<file path="src/rtl/ex_div_ctrl_pkg.sv">
// rtl/ex_div_ctrl_pkg.sv - shared opcodes, constants and state encodings for the EX-stage divide controller
package ex_div_ctrl_pkg;

  localparam logic [7:0]  EXE_DIV_OP  = 8'b00011010;
  localparam logic [7:0]  EXE_DIVU_OP = 8'b00011011;
  localparam logic [7:0]  EXE_NOP_OP  = 8'b00000000;

  localparam logic        RstEnable   = 1'b1;
  localparam logic [31:0] ZeroWord    = 32'h0000_0000;
  localparam logic        DivStart    = 1'b1;
  localparam logic        DivStop     = 1'b0;

  typedef enum logic [1:0] {
    DIVC_IDLE  = 2'b00,
    DIVC_BUSY  = 2'b01,
    DIVC_DRAIN = 2'b10
  } divc_state_t;

  function automatic logic is_div_op(input logic [7:0] op);
    return (op == EXE_DIV_OP) || (op == EXE_DIVU_OP);
  endfunction

endpackage

</file>
<file path="src/rtl/ex_div_ctrl.sv">
// rtl/ex_div_ctrl.sv - DIV/DIVU issue/retire controller beside the iterative divider
// Optional divide-by-zero trap selected by DIV_ZERO_TRAP_EN.
module ex_div_ctrl
  import ex_div_ctrl_pkg::*;
(
  input  logic        clk,
  input  logic        rst,
  input  logic [7:0]  aluop_i,
  input  logic [31:0] reg1_i,
  input  logic [31:0] reg2_i,
  input  logic        flush_i,
  output logic        stallreq_o,
  output logic [31:0] div_opdata1_o,
  output logic [31:0] div_opdata2_o,
  output logic        div_signed_o,
  output logic        div_start_o,
  output logic        div_annul_o,
  input  logic [63:0] div_result_i,
  input  logic        div_ready_i,
  output logic        whilo_o,
  output logic [31:0] hi_o,
  output logic [31:0] lo_o,
  output logic        div_zero_o
);

  divc_state_t r_state;
  divc_state_t w_next_state;
  logic [31:0] r_opdata1;
  logic [31:0] r_opdata2;
  logic        r_signed;

  logic        w_is_div;
  logic        w_div_zero;
  logic        w_latch;

  assign w_is_div = is_div_op(aluop_i);

`ifdef DIV_ZERO_TRAP_EN
  // A zero divisor is trapped in IDLE and never reaches the divider.
  assign w_div_zero = (r_state == DIVC_IDLE) & w_is_div & ~flush_i & (reg2_i == ZeroWord);
`else
  assign w_div_zero = 1'b0;
`endif

  assign w_latch    = (r_state == DIVC_IDLE) & w_is_div & ~flush_i & ~w_div_zero;
  assign div_zero_o = w_div_zero;

  // Operands only load from IDLE, so they hold steady through BUSY and DRAIN
  // while the divider may still re-read the sign bits.
  always_ff @(posedge clk) begin
    if (rst == RstEnable) begin
      r_state   <= DIVC_IDLE;
      r_opdata1 <= ZeroWord;
      r_opdata2 <= ZeroWord;
      r_signed  <= 1'b0;
    end else begin
      r_state <= w_next_state;
      if (w_latch) begin
        r_opdata1 <= reg1_i;
        r_opdata2 <= reg2_i;
        r_signed  <= (aluop_i == EXE_DIV_OP);
      end
    end
  end

  assign div_opdata1_o = r_opdata1;
  assign div_opdata2_o = r_opdata2;
  assign div_signed_o  = r_signed;

  always_comb begin
    w_next_state = r_state;
    stallreq_o   = 1'b0;
    div_start_o  = DivStop;
    div_annul_o  = 1'b0;
    whilo_o      = 1'b0;
    hi_o         = ZeroWord;
    lo_o         = ZeroWord;
    case (r_state)
      DIVC_IDLE: begin
        stallreq_o = w_latch;
        if (w_latch) begin
          w_next_state = DIVC_BUSY;
        end
      end
      DIVC_BUSY: begin
        div_start_o = flush_i ? DivStop : DivStart;
        stallreq_o  = ~div_ready_i;
        if (flush_i) begin
          div_annul_o  = 1'b1;
          w_next_state = DIVC_DRAIN;
        end else if (div_ready_i) begin
          // Combinational writeback so the result travels with the instruction into EX/MEM.
          whilo_o      = 1'b1;
          hi_o         = div_result_i[63:32];
          lo_o         = div_result_i[31:0];
          w_next_state = DIVC_DRAIN;
        end
      end
      DIVC_DRAIN: begin
        stallreq_o   = w_is_div;
        w_next_state = DIVC_IDLE;
      end
      default: begin
        w_next_state = DIVC_IDLE;
      end
    endcase
  end

endmodule

</file>
<file path="config.mk">
export PLATFORM = sky130hd
export DESIGN_NAME = ex_div_ctrl
export DESIGN_NICKNAME = d
export VERILOG_FILES = /design/src/rtl/ex_div_ctrl_pkg.sv /design/src/rtl/ex_div_ctrl.sv
export SDC_FILE = /design/constraint.sdc
export NUM_CORES = 1
export LEC_CHECK = 0
export BUFFER_PORTS_ARGS = -buffer_cell sky130_fd_sc_hd__buf_2
export CORE_AREA = 2 2 105 107
export DETAILED_ROUTE_END_ITERATION = 10
export DIE_AREA = 0 0 107 109
export PLACE_DENSITY_LB_ADDON = 0.12
export SLEW_MARGIN = 20
export SYNTH_ARGS = -nofsm -noshare
export SYNTH_HDL_FRONTEND = slang
export SYNTH_SLANG_ARGS = --single-unit
</file>
<file path="constraint.sdc">
create_clock -name clk -period 2.3 [get_ports clk]
set_input_delay 0.345 -clock clk [delete_from_list [all_inputs] [get_ports clk]]
set_output_delay 0.345 -clock clk [all_outputs]
set_load 0.005 [all_outputs]
</file>
==> reports/metrics.yaml <==
detailed_routing:
  via_per_inst: 4.27
  wire_per_inst_um: 13.5
  drtIter0Drc: 130
  via_count: 3294
  wirelength_um: 10400
  drc: 0
  ant_nets: 0
  drt_first_pass_iters: 4
floorplanning:
  num_rows: 38
  die_x_um: 107
  die-area_um2: 11700
  die_y_um: 109
  core-area_um2: 10600
  start_util_pct: 33.3
  ios: 274
grt:
  antenna_found_initial: 0
  use_met1_pct: 18.1
  grt_pass1_vias: 3088
  grt-ovfl-total: 0
  grt_start_max_net_pins: 132
  grt-busiest-layer: "met2"
  met2_usage_pct: 31.2
  grt_pass1_wl_um: 15300
  grt_usage_pct: 16.7
  met3_usage_pct: 4.00
sta:
  slew_violations: 0
  period_needed_ns: 2.01
  period_share_pct: 87.2
  timing.fmax_ghz: 0.498
  final-setup-viol-count: 0
  rsz0062_at_grt: "no"
  finalHoldViolations: 0
  clock_skew_ns: 0.00935
  hold_ws_ns: 0.187
  setup-tns-final_ns: 0
clocking:
  cts_max_level: 3
  cts_buffer_depth: 2
  post_cts_resized: 0
  cts_sinks: 67
  clk_pin_slew_worst_paths_ns: 0.07
  cts_tree: "built"
  clkLatencyLatePin_ns: 0.34
  cts_root_buffer: "clkbuf_8"
  ctsHoldBuffers: 0
  numCtsBuffers: 9
  postCtsSetupBuffers: 0
power:
  leakage_uw: 0.00256
  pwr_density_cell_nw_per_um2: 486
  peakVddDrop_uv: 284
  finalPower_uw: 2510
yosys:
  syn_area_per_cell_um2: 9.51
  ys_seq_area_share_pct: 38.0
  syn-num-nets: 511
  synth-seq-cells: 67
  yosysWarnings: 0
  syn_area_um2: 3530
  yosysUniqueCellTypes: 24
  syn_inst: 371
cells_and_area:
  drive_above_1_share_pct: 46.8
  fin_util_pct: 48.6
  layout_common_cells: "buf_2 (272), nand2b_1 (128), dfxtp_1 (67)"
  nNetsFinal: 767
  final_cells: 772
  diodes: 0
  final_common_cell: "buf_2"
  area_growth_pct: 46.1
critical_path:
  crit_required_ns: 1.96
  timing.reg2reg.setup_slack_ns: 0.69
  rr_startpoint: "r_state[0]$_SDFFE_PP0P_"
  reg2reg_depth: 4
  worstSetupStartpointType: "flip-flop"
  critPathCaptureType: "output pin"
  critPathKind: "flip-flop to output pin"
  path_max_fanout: 63
  crit_arrival_ns: 1.66
  r2r_end: "div_opdata2_o[11]$_SDFFE_PP0P_"
run:
  drv_cap: 0
min_path:
  min_to: "div_signed_o$_SDFFE_PP0P_"
  hold-path-cell-count: 2
  hold_start: "aluop_i[0]"
  min-delay-path-class: "input port to flip-flop"
place:
  dp_hpwl_um: 8080
  place_congestion: 0.804
  place_inst: 756
  io_buffers: 272
status:
  outcome: "completed"
-- flip-flops by register name, indices dropped and copies added (netlist names) --
| name | count |
|---|---|
| div_opdata1_o | 32 |
| div_opdata2_o | 32 |
| div_signed_o | 1 |
| r_state | 2 |
-- critical path, cell delays in order, from the launching register on --
cell,delay (ns)
dfxtp_1,0.33
nand2b_4,0.17
nor3b_2,0.30
buf_12,0.25
and2_1,0.17
buf_2,0.12
-- cells in the mapped netlist, drive strengths merged --
cell / number / area [um^2]
nand2b: 129 / 815
dfxtp: 67 / 1340
and2: 64 / 400
mux2i: 64 / 641
clkbuf: 21 / 80.1
buf: 9 / 129
nor2: 4 / 15.0
nor3: 2 / 10.0
a211oi: 1 / 7.51
a31oi: 1 / 6.26
and3: 1 / 6.26
and4bb: 1 / 16.3
conb: 1 / 3.75
inv: 1 / 3.75
nor3b: 1 / 7.51
nor4b: 1 / 23.8
o211ai: 1 / 7.51
o21ai: 1 / 5.00
o21ba: 1 / 10.0
-- power breakdown --
part           internal (uW)  total (uW)  switching (uW)
clock                    669        1120             454
combinational            140         219            79.3
sequential              1160        1160            1.32
-- area by class of cell --
cell class / instances / area, um^2
fill: 1073 / 5450
clock buffer: 12 / 155
timing repair buffer: 275 / 1420
inverter: 1 / 3.75
multi-input combinational: 273 / 1980
tap: 140 / 175
sequential: 67 / 1340
clock inverter: 4 / 72.6
-- cell families after synthesis --
logic type             synth area share (%)
and+or+nand+nor                        36.7
DFF                                    38.0
muxes                                  18.2
buffers and inverters                  6.03
AOI/OAI and AO/OA                      1.03
other                                 0.106
-- worst max path at each step --
stage / from / endpoint / slack, ns / depth (start not counted)
floorplan: r_state[1]$_SDFFE_PP0P_ / hi_o[0] / 0.72 / 5
global placement: aluop_i[5] / div_opdata2_o[5]$_SDFFE_PP0P_ / 0.58 / 5
detailed placement: aluop_i[5] / div_opdata2_o[12]$_SDFFE_PP0P_ / 0.53 / 5
CTS: r_state[1]$_SDFFE_PP0P_ / lo_o[20] / 0.24 / 5
global route: r_state[1]$_SDFFE_PP0P_ / lo_o[20] / 0.14 / 5
finish: r_state[1]$_SDFFE_PP0P_ / lo_o[20] / 0.29 / 5
-- through the flow --
step                cell area (um^2)  worst slack [ns]
global placement                4930             0.580
finish                          5150             0.294
detailed placement              4930             0.525
floorplan                       3530             0.720
global route                    5150             0.142
CTS                             5150             0.245
-- per-layer routing --
layer	vias up	wire length, um
met2	142	5540
met3	12	782
met4	0	197
met1	1461	3920
met5	-	0
li1	1679	-
No activity file was read; power rests on OpenSTA's default activity.
